==> src/rtl/ps2_key_decoder.sv <==
// PS/2 keyboard receiver: synchronises the raw pins, deframes 11-bit frames and
// emits one-cycle make-code strobes (E0/F0 prefixes and break codes absorbed).
module ps2_key_decoder #(
  parameter int TIMEOUT_CYCLES = 50000,
  parameter int CNT_W          = 16
) (
  input  logic       iVGA_CLK,
  input  logic       iRST_n,
  input  logic       ps2_clk,
  input  logic       ps2_dat,
  output logic [7:0] key_in,
  output logic       key_en,
  output logic       key_ext,
  output logic       frame_err,
  output logic [1:0] dbg_state
);

  typedef enum logic [1:0] {
    IDLE   = 2'd0,
    DATA   = 2'd1,
    PARITY = 2'd2,
    STOP   = 2'd3
  } state_t;

  state_t           state, state_n;
  logic             clk_s1, clk_s2, clk_s3;
  logic             dat_s1, dat_s2;
  logic             fe;
  logic [2:0]       bitcnt, bitcnt_n;
  logic [7:0]       shreg, shreg_n;
  logic             par_bit, par_n;
  logic             byte_vld, byte_vld_n;
  logic             err_p, err_n;
  logic             tmo_p, tmo_n;
  logic             tmo;
  logic [CNT_W-1:0] cnt;
  logic             ext_flag, brk_flag;

  // Sync flops reset high to match the idle level of the PS/2 bus.
  always_ff @(posedge iVGA_CLK or negedge iRST_n) begin
    if (!iRST_n) begin
      clk_s1 <= 1'b1;
      clk_s2 <= 1'b1;
      clk_s3 <= 1'b1;
      dat_s1 <= 1'b1;
      dat_s2 <= 1'b1;
    end else begin
      clk_s1 <= ps2_clk;
      clk_s2 <= clk_s1;
      clk_s3 <= clk_s2;
      dat_s1 <= ps2_dat;
      dat_s2 <= dat_s1;
    end
  end

  assign fe        = clk_s3 & ~clk_s2;
  assign tmo       = (state != IDLE) && (cnt == CNT_W'(TIMEOUT_CYCLES));
  assign dbg_state = state;

  always_ff @(posedge iVGA_CLK or negedge iRST_n) begin
    if (!iRST_n) begin
      state    <= IDLE;
      bitcnt   <= 3'd0;
      shreg    <= 8'h00;
      par_bit  <= 1'b0;
      byte_vld <= 1'b0;
      err_p    <= 1'b0;
      tmo_p    <= 1'b0;
    end else begin
      state    <= state_n;
      bitcnt   <= bitcnt_n;
      shreg    <= shreg_n;
      par_bit  <= par_n;
      byte_vld <= byte_vld_n;
      err_p    <= err_n;
      tmo_p    <= tmo_n;
    end
  end

  // Timeout takes precedence over a coincident falling edge.
  always_comb begin
    state_n    = state;
    bitcnt_n   = bitcnt;
    shreg_n    = shreg;
    par_n      = par_bit;
    byte_vld_n = 1'b0;
    err_n      = 1'b0;
    tmo_n      = 1'b0;
    if (tmo) begin
      state_n = IDLE;
      err_n   = 1'b1;
      tmo_n   = 1'b1;
    end else if (fe) begin
      case (state)
        IDLE: begin
          if (!dat_s2) begin
            state_n  = DATA;
            bitcnt_n = 3'd0;
          end else begin
            err_n = 1'b1;
          end
        end
        DATA: begin
          shreg_n  = {dat_s2, shreg[7:1]};
          bitcnt_n = bitcnt + 3'd1;
          if (bitcnt == 3'd7) state_n = PARITY;
        end
        PARITY: begin
          par_n   = dat_s2;
          state_n = STOP;
        end
        STOP: begin
          state_n = IDLE;
          if (dat_s2 && (^{shreg, par_bit})) byte_vld_n = 1'b1;
          else                               err_n      = 1'b1;
        end
        default: state_n = IDLE;
      endcase
    end
  end

  always_ff @(posedge iVGA_CLK or negedge iRST_n) begin
    if (!iRST_n)                    cnt <= '0;
    else if (state == IDLE || fe)   cnt <= '0;
    else if (!tmo)                  cnt <= cnt + CNT_W'(1);
  end

  // Byte layer: prefixes only set flags; a break code swallows the next byte.
  always_ff @(posedge iVGA_CLK or negedge iRST_n) begin
    if (!iRST_n) begin
      key_in    <= 8'h00;
      key_en    <= 1'b0;
      key_ext   <= 1'b0;
      frame_err <= 1'b0;
      ext_flag  <= 1'b0;
      brk_flag  <= 1'b0;
    end else begin
      key_en    <= 1'b0;
      frame_err <= err_p;
      if (tmo_p) begin
        ext_flag <= 1'b0;
        brk_flag <= 1'b0;
      end else if (byte_vld) begin
        if (shreg == 8'hE0) begin
          ext_flag <= 1'b1;
        end else if (shreg == 8'hF0) begin
          brk_flag <= 1'b1;
        end else if (brk_flag) begin
          ext_flag <= 1'b0;
          brk_flag <= 1'b0;
        end else begin
          key_in   <= shreg;
          key_ext  <= ext_flag;
          key_en   <= 1'b1;
          ext_flag <= 1'b0;
        end
      end
    end
  end

endmodule

==> config.mk <==
export PLATFORM = sky130hd
export DESIGN_NAME = ps2_key_decoder
export DESIGN_NICKNAME = d
export VERILOG_FILES = /design/src/rtl/ps2_key_decoder.sv
export SDC_FILE = /design/constraint.sdc
export NUM_CORES = 1
export LEC_CHECK = 0
export CELL_PAD_IN_SITES_DETAIL_PLACEMENT = 0
export CELL_PAD_IN_SITES_GLOBAL_PLACEMENT = 1
export CORE_MARGIN = 10
export CORE_UTILIZATION = 45
export DETAILED_ROUTE_END_ITERATION = 12
export HOLD_SLACK_MARGIN = 0.08
export MAX_ROUTING_LAYER = met4
export PLACE_DENSITY_LB_ADDON = 0.3
export SLEW_MARGIN = 30
export SYNTH_ARGS = -nofsm -noshare
export SYNTH_HDL_FRONTEND = slang
export SYNTH_SLANG_ARGS = --single-unit
==> constraint.sdc <==
create_clock -name iVGA_CLK -period 2 [get_ports iVGA_CLK]
set_input_delay 0.2 -clock iVGA_CLK [delete_from_list [all_inputs] [get_ports iVGA_CLK]]
set_output_delay 0.2 -clock iVGA_CLK [all_outputs]
set_load 0.01 [all_outputs]
Word-level counts from Yosys, hierarchy flattened
Index checks and enable logic that the tools add are counted.
{"block": "word_totals", "latchBits": 0, "inputBits": 4, "regBits": 51, "n_memories": 0, "output_inout_bits": 13, "elab_cells": 89, "mem_bits_rw": 0, "rom_bits": 0}
{"block": "classes", "div_mod_pow": 0, "eq_ne": 13, "bitwise_logic": 7, "magnitude_cmp": 0, "n_mul": 0, "n_reduce_logical": 16, "n_shift": 0, "mux": 32, "n_addsub": 2}
{"operator": "2-to-1 mux 16 bit", "n": 2}
{"operator": "2-to-1 mux 1 bit", "n": 22}
{"operator": "adder 16 x 1 -> 16 bit, second input constant", "n": 1}
{"operator": "equality test 16 bit, second input constant", "n": 1}
{"operator": "equality test 8 bit, second input constant", "n": 2}
{"operator": "!= test 3 bit, second input constant", "n": 3}
{"operator": "AND reduction 3 bit", "n": 3}
{"operator": "parity 9 bit", "n": 1}
{"operator": "2-to-1 mux 2 bit", "n": 4}
{"operator": "one-hot mux 2 bit (4 select lines)", "n": 1}
{"operator": "nonzero test 2 bit", "n": 4}
{"operator": "NOT 1 bit", "n": 6}
{"operator": "one-hot mux 3 bit (2 select lines)", "n": 1}
{"operator": "AND reduction 5 bit", "n": 1}
{"operator": "equality test 2 bit, second input constant", "n": 2}
{"operator": "!= test 2 bit, second input constant", "n": 2}
{"operator": "AND reduction 2 bit", "n": 2}
{"operator": "AND reduction 4 bit", "n": 1}
{"operator": "adder 3 x 1 -> 3 bit, second input constant", "n": 1}
{"operator": "equality test 3 bit, second input constant", "n": 1}
{"operator": "2-to-1 mux 3 bit", "n": 1}
{"operator": "equality test 2 x 1 -> 1 bit, second input constant", "n": 1}
{"operator": "logical AND 1 bit", "n": 2}
{"operator": "logical NOT 2 bit", "n": 1}
{"operator": "other kinds (4)", "n": 4}

Depth between registers and ports, before layout
{"block": "depth", "word_depth": 6, "mapped_depth": 7, "depth_no_buf": 6}

Worst setup path before layout
OpenSTA, ideal clock, no wires.
{"block": "synth_timing", "path_type": "reg-to-reg", "from": "register state[0], in the netlist dbg_state[0]", "to": "register shreg[1]", "stages_incl_launch_ff": 8, "synth_period_minus_slack_ns": 1.887, "t_arrival_ns": 1.761, "path_slack_ns": 0.113, "required_time_ns": 1.875, "path_buffers": 1, "setup_time_ns": 0.125, "cell_sequence": "dfrtp_1 -> inv_1 -> ha_1 -> nor4b_4 -> a41oi_2 -> and2_1 -> buf_6 -> mux2_4"}
{"block": "synth_between", "elab_chain_cells": 4, "word_cells_on_any_way": 5, "classes_between": "eq/ne: 1; bitwise: 1; reduce/logical: 3"}
{"item": "from (decl)", "line": "25", "source": "state_t state, state_n;"}
{"item": "from (signal assigned)", "line": "70", "source": "state <= state_n;"}
{"item": "nonzero test 2 bit", "line": "57", "source": "assign tmo = (state != IDLE) && (cnt == CNT_W'(TIMEOUT_CYCLES));"}
{"item": "logical AND 1 bit", "line": "57"}
{"item": "NOT 1 bit (no line)"}
{"item": "AND reduction 3 bit (no line) *"}
{"item": "to (signal assigned)", "line": "72", "source": "shreg <= shreg_n;"}
{"item": "to (decl)", "line": "30", "source": "logic [7:0] shreg, shreg_n;"}
Every way passes the cells marked *; elsewhere a longest branch is shown, timed or not.
A chain may end at the register's enable or synchronous reset.

Worst setup path after layout
{"block": "layout_timing", "from": "register cnt[0]", "to": "register shreg[5]"}
{"block": "layout_between", "elab_chain_cells": 4}
{"item": "from (decl)", "line": "36", "source": "logic [CNT_W-1:0] cnt;"}
{"item": "from (signal assigned)", "line": "125", "source": "else if (!tmo) cnt <= cnt + CNT_W'(1);"}
{"item": "equality test 16 bit", "line": "57"}
{"item": "logical AND 1 bit", "line": "57"}
{"item": "NOT 1 bit (no line)"}
{"item": "AND reduction 3 bit (no line)"}
Every way passes these cells.

==> impl_results.html <==
<table>
<tr><th>Metric</th><th>Value</th></tr>
<tr><th colspan="2">Outcome</th></tr>
<tr><td>Status</td><td>finished clean</td></tr>
<tr><th colspan="2">Min path</th></tr>
<tr><td>Startpoint of the worst hold path</td><td>ps2_dat</td></tr>
<tr><td>WHS Path Cells</td><td>1</td></tr>
<tr><td>Path class of the lowest-slack min-delay path</td><td>in -&gt; reg</td></tr>
<tr><td>Hold-critical path endpoint</td><td>dat_s1$_DFF_PN1_</td></tr>
<tr><th colspan="2">Global route</th></tr>
<tr><td>Overflow after GRT</td><td>0</td></tr>
<tr><td>Global routing usage on met2</td><td>18.0%</td></tr>
<tr><td>Maximum number of pins on one net before global-route repair</td><td>29</td></tr>
<tr><td>All-Layer GR Usage</td><td>11.7%</td></tr>
<tr><td>Number of antenna violations at the first check in global routing</td><td>0</td></tr>
<tr><td>Met1 usage</td><td>14.4%</td></tr>
<tr><td>Wire length of the first global-routing pass</td><td>8200 microns</td></tr>
<tr><td>Most used routing layer in global routing</td><td>met2</td></tr>
<tr><td>Met3 global-route usage</td><td>2.67%</td></tr>
<tr><td>Via count of the first global-routing pass</td><td>1751</td></tr>
<tr><th colspan="2">Pwr</th></tr>
<tr><td>Cell area power density</td><td>1170 nW/um^2</td></tr>
<tr><td>Leakage component of the power</td><td>1.34 nW</td></tr>
<tr><td>Peak supply drop</td><td>0.000496 V</td></tr>
<tr><th colspan="2">Setup path</th></tr>
<tr><td>Reg2reg start</td><td>cnt[0]$_DFFE_PN0P_</td></tr>
<tr><td>FF-to-FF End</td><td>shreg[5]$_DFFE_PN0P_</td></tr>
<tr><td>Worst setup startpoint</td><td>cnt[0]$_DFFE_PN0P_</td></tr>
<tr><td>Worst Path Class, Setup</td><td>reg -&gt; reg</td></tr>
<tr><td>CP Data Arrival Time</td><td>2.02 ns</td></tr>
<tr><td>Critical Path Stages</td><td>6</td></tr>
<tr><td>Crit path cell chain</td><td>inv_1 -&gt; ha_1 -&gt; and4bb_2 -&gt; a41oi_2 -&gt; and2_1 -&gt; mux2_4</td></tr>
<tr><td>Worst Reg-to-Reg Cells</td><td>6</td></tr>
<tr><td>Kind of start point of the critical path</td><td>flip-flop</td></tr>
<tr><td>Worst setup slack for register-to-register paths</td><td>0.18 ns</td></tr>
<tr><td>Critical path capture point type</td><td>flip-flop</td></tr>
<tr><td>Critical Path Slowest Stage Cell</td><td>dfrtp_1</td></tr>
<tr><td>Buffers and inverters on the worst path</td><td>1</td></tr>
<tr><td>Family with the most delay on the worst path</td><td>simple AND/OR/NAND/NOR gates</td></tr>
<tr><td>Required time of the critical path</td><td>2.20 ns</td></tr>
<tr><td>Critical path peak fanout</td><td>5</td></tr>
<tr><td>Slowest cell delay on critical path</td><td>0.38 ns</td></tr>
<tr><th colspan="2">Die</th></tr>
<tr><td>Die outline area</td><td>9070 sq um</td></tr>
<tr><td>Die extent in x</td><td>95.3 microns</td></tr>
<tr><td>CORE AREA</td><td>5510 sq um</td></tr>
<tr><td>Number of standard-cell rows in the floorplan</td><td>27</td></tr>
<tr><td>Initial standard-cell utilization of the core</td><td>46.3%</td></tr>
<tr><td>Die extent in y</td><td>95.3 microns</td></tr>
<tr><td>Number of primary I/O pins</td><td>17</td></tr>
<tr><th colspan="2">Place</th></tr>
<tr><td>Area of placed instances</td><td>2850 sq um</td></tr>
<tr><td>Post-DP HPWL</td><td>3390 microns</td></tr>
<tr><td>RD Place Congestion</td><td>0.800</td></tr>
<tr><td>Count of buffers inserted at the top-level ports</td><td>16</td></tr>
<tr><th colspan="2">Cells and area</th></tr>
<tr><td>Commonest non-fill, non-tap cells in the layout</td><td>dfrtp_1, nor2_1, clkdlybuf4s50_1</td></tr>
<tr><td>Proportion of layout cells with a drive suffix above 1</td><td>18.8%</td></tr>
<tr><td>Fillers</td><td>472</td></tr>
<tr><td>Antenna diode instance count</td><td>0</td></tr>
<tr><td>Sequential cell area</td><td>1280 sq um</td></tr>
<tr><td>Syn-to-layout area delta</td><td>16.2%</td></tr>
<tr><td>Most common cell after layout, fill and taps aside</td><td>dfrtp_1</td></tr>
<tr><td>Combined area of the multi-input logic cells</td><td>1160 sq um</td></tr>
<tr><td>Net total in the final layout</td><td>256</td></tr>
<tr><td>Post-route cell area</td><td>2960 sq um</td></tr>
<tr><th colspan="2">Clocking</th></tr>
<tr><td>Total of cells resized after clock tree synthesis</td><td>0</td></tr>
<tr><td>Total of hold buffers inserted after clock tree synthesis</td><td>1</td></tr>
<tr><td>CTS Sinks</td><td>51</td></tr>
<tr><td>Clock transition at the registers of the reported paths</td><td>0.10 ns</td></tr>
<tr><td>Clock tree from TritonCTS</td><td>done</td></tr>
<tr><td>Buffer cell driving the clock tree root</td><td>clkbuf_8</td></tr>
<tr><td>Buffers inserted during post-CTS setup optimization</td><td>0</td></tr>
<tr><td>Num CTS Buffers</td><td>5</td></tr>
<tr><td>CTS H-Tree Depth</td><td>2</td></tr>
<tr><td>Clock latency on the worst-skew pair</td><td>0.31 ns</td></tr>
<tr><td>Buffer levels on the longest clock path</td><td>2</td></tr>
<tr><th colspan="2">Synth</th></tr>
<tr><td>Share of flip-flops with an asynchronous set or reset</td><td>100%</td></tr>
<tr><td>Cell variety after synth</td><td>51</td></tr>
<tr><td>Synthesis warning total</td><td>0</td></tr>
<tr><td>Predominant post-synthesis flop cell</td><td>dfrtp_1</td></tr>
<tr><td>Cell count after synthesis</td><td>217</td></tr>
<tr><td>Register area share after synthesis</td><td>50.3%</td></tr>
<tr><td>Area share of the largest cell type after synthesis</td><td>45.2%</td></tr>
<tr><td>Avg Synthesized Cell Area</td><td>11.7 sq um</td></tr>
<tr><td>Number of enable flip-flop cells after synthesis</td><td>0</td></tr>
<tr><td>Synthesized area</td><td>2550 sq um</td></tr>
<tr><td>Post-synthesis register bit count</td><td>51</td></tr>
<tr><td>Post-Syn Nets</td><td>229</td></tr>
<tr><td>Biggest area contributors in the synthesized netlist</td><td>dfrtp_1, dfstp_2, mux2_1, mux2_4, ha_1</td></tr>
<tr><td>Most area-hungry cell type in the Yosys netlist</td><td>dfrtp_1</td></tr>
<tr><th colspan="2">Route</th></tr>
<tr><td>Post-route ant nets</td><td>0</td></tr>
<tr><td>Total detailed-routing wirelength</td><td>4590 microns</td></tr>
<tr><td>Mean routed wirelength per cell</td><td>14.5 microns</td></tr>
<tr><td>Initial drt markers</td><td>63</td></tr>
<tr><td>Mean number of vias per cell</td><td>5.34</td></tr>
<tr><td>Remaining design rule violation count</td><td>0</td></tr>
<tr><td>Via count of the routed design</td><td>1692</td></tr>
<tr><td>Detailed-routing iteration count for the pre-antenna-repair pass</td><td>4</td></tr>
<tr><th colspan="2">STA</th></tr>
<tr><td>Relative slew slack</td><td>62.4%</td></tr>
<tr><td>Transition time at the pin with the least slew margin</td><td>0.564 ns</td></tr>
<tr><td>Final critical-path share of the clock period</td><td>91.1%</td></tr>
<tr><td>Time the final worst path needs with I/O delays and setup</td><td>1.82 ns</td></tr>
<tr><td>RSZ-0062 raised after global routing</td><td>no</td></tr>
<tr><td>Timing-limited maximum frequency</td><td>0.549 GHz</td></tr>
<tr><td>Clock tree skew after final layout</td><td>0.0127 ns</td></tr>
<tr><td>Total count of max-transition violations in the final report</td><td>0</td></tr>
<tr><td>Final total negative setup slack</td><td>0 ns</td></tr>
<tr><td>Final count of negative-setup-slack endpoints</td><td>0</td></tr>
<tr><td>Hold violation count in the final report</td><td>0</td></tr>
<tr><th colspan="2">Flow run</th></tr>
<tr><td>Max-cap check violation count</td><td>0</td></tr>
</table>
==> synthesized netlist by cell type, types with 3 or more instances <==
master	n
or3_1	4
mux2_4	7
dfstp_2	5
mux2_1	10
nand2_1	8
nor3_1	3
o21ai_0	4
nor2b_1	3
ha_1	8
xor2_1	8
nor2_1	18
dfrtp_1	46
nand2b_1	5
xnor2_1	7
a21oi_1	11
o31ai_1	3
nand4_1	5
nand3_1	7
buf_2	4
inv_1	10
==> worst max path at each step <==
| stage | endpoint | slack (ns) |
|---|---|---|
| 2_1_floorplan | shreg[1]$_DFFE_PN0P_ | 0.11 |
| 3_3_place_gp | shreg[5]$_DFFE_PN0P_ | 0.21 |
| 3_5_place_dp | shreg[5]$_DFFE_PN0P_ | 0.19 |
| 4_1_cts | shreg[5]$_DFFE_PN0P_ | 0.18 |
| 5_1_grt | shreg[5]$_DFFE_PN0P_ | 0.04 |
| 6_report | shreg[5]$_DFFE_PN0P_ | 0.18 |
==> worst reg2reg max path, stage by stage, from the launching register on <==
cell	delay (ns)
dfrtp_1	0.38
inv_1	0.08
ha_1	0.19
and4bb_2	0.24
a41oi_2	0.18
and2_1	0.33
mux2_4	0.33
==> routing by layer <==
| metal | up-vias | share of wire, % | routed length (microns) |
|---|---|---|---|
| met3 | 11 | 4.8 | 220 |
| li1 | 829 | - | - |
| met1 | 822 | 46 | 2130 |
| met4 | 0 | 2.0 | 91 |
| met5 | - | 0 | 0 |
| met2 | 30 | 47 | 2150 |
==> report_power, final <==
part / switching [mW] / internal [mW] / leakage [nW]
clock network: 0.339 / 0.283 / 0.0474
registers: 0.168 / 1.25 / 0.669
logic: 0.656 / 0.754 / 0.626
==> layout make-up <==
type / count / share of cell area (%)
clock buffers: 6 / 2.79
clock inverters: 2 / 0.549
inverters: 10 / 1.27
multi-input cells: 146 / 39.3
flip-flops and latches: 51 / 43.3
well taps: 72 / 3.04
repair buffers: 30 / 9.72
==> registers in the layout (all words and copies together), names as in the netlist <==
| name | cells |
|---|---|
| key_in | 8 |
| dat_s1 | 1 |
| bitcnt | 3 |
| shreg | 8 |
| clk_s1 | 1 |
| dat_s2 | 1 |
| cnt | 16 |
| key_en | 1 |
| brk_flag | 1 |
| frame_err | 1 |
| tmo_p | 1 |
| clk_s3 | 1 |
| par_bit | 1 |
| ext_flag | 1 |
| byte_vld | 1 |
| dbg_state | 2 |
| key_ext | 1 |
| err_p | 1 |
| clk_s2 | 1 |
==> logic make-up after synthesis <==
kind of cell | Yosys count | share of synthesized area [%]
mux | 18 | 8.93
simple gates | 74 | 18.5
flops | 51 | 50.3
compound gates | 30 | 8.30
xor+xnor | 16 | 6.04
fa+ha+maj | 8 | 3.93
buf+inv | 20 | 4.03
==> metrics by stage <==
stage / total power, mW / setup slack (ns) / hold slack (ns) / std cells / utilization, %
5_1_grt: 3.72 / 0.0354 / 0.293 / 317 / 53.8
4_1_cts: 3.50 / 0.176 / 0.293 / 317 / 53.8
2_1_floorplan: 2.36 / 0.113 / -0.0956 / 217 / -
3_5_place_dp: 2.87 / 0.188 / 0.226 / 308 / 51.8
6_report: 3.45 / 0.178 / 0.302 / 317 / 53.8
3_3_place_gp: 2.84 / 0.206 / 0.229 / 308 / 51.8
Power figures use the tool's default switching activity.
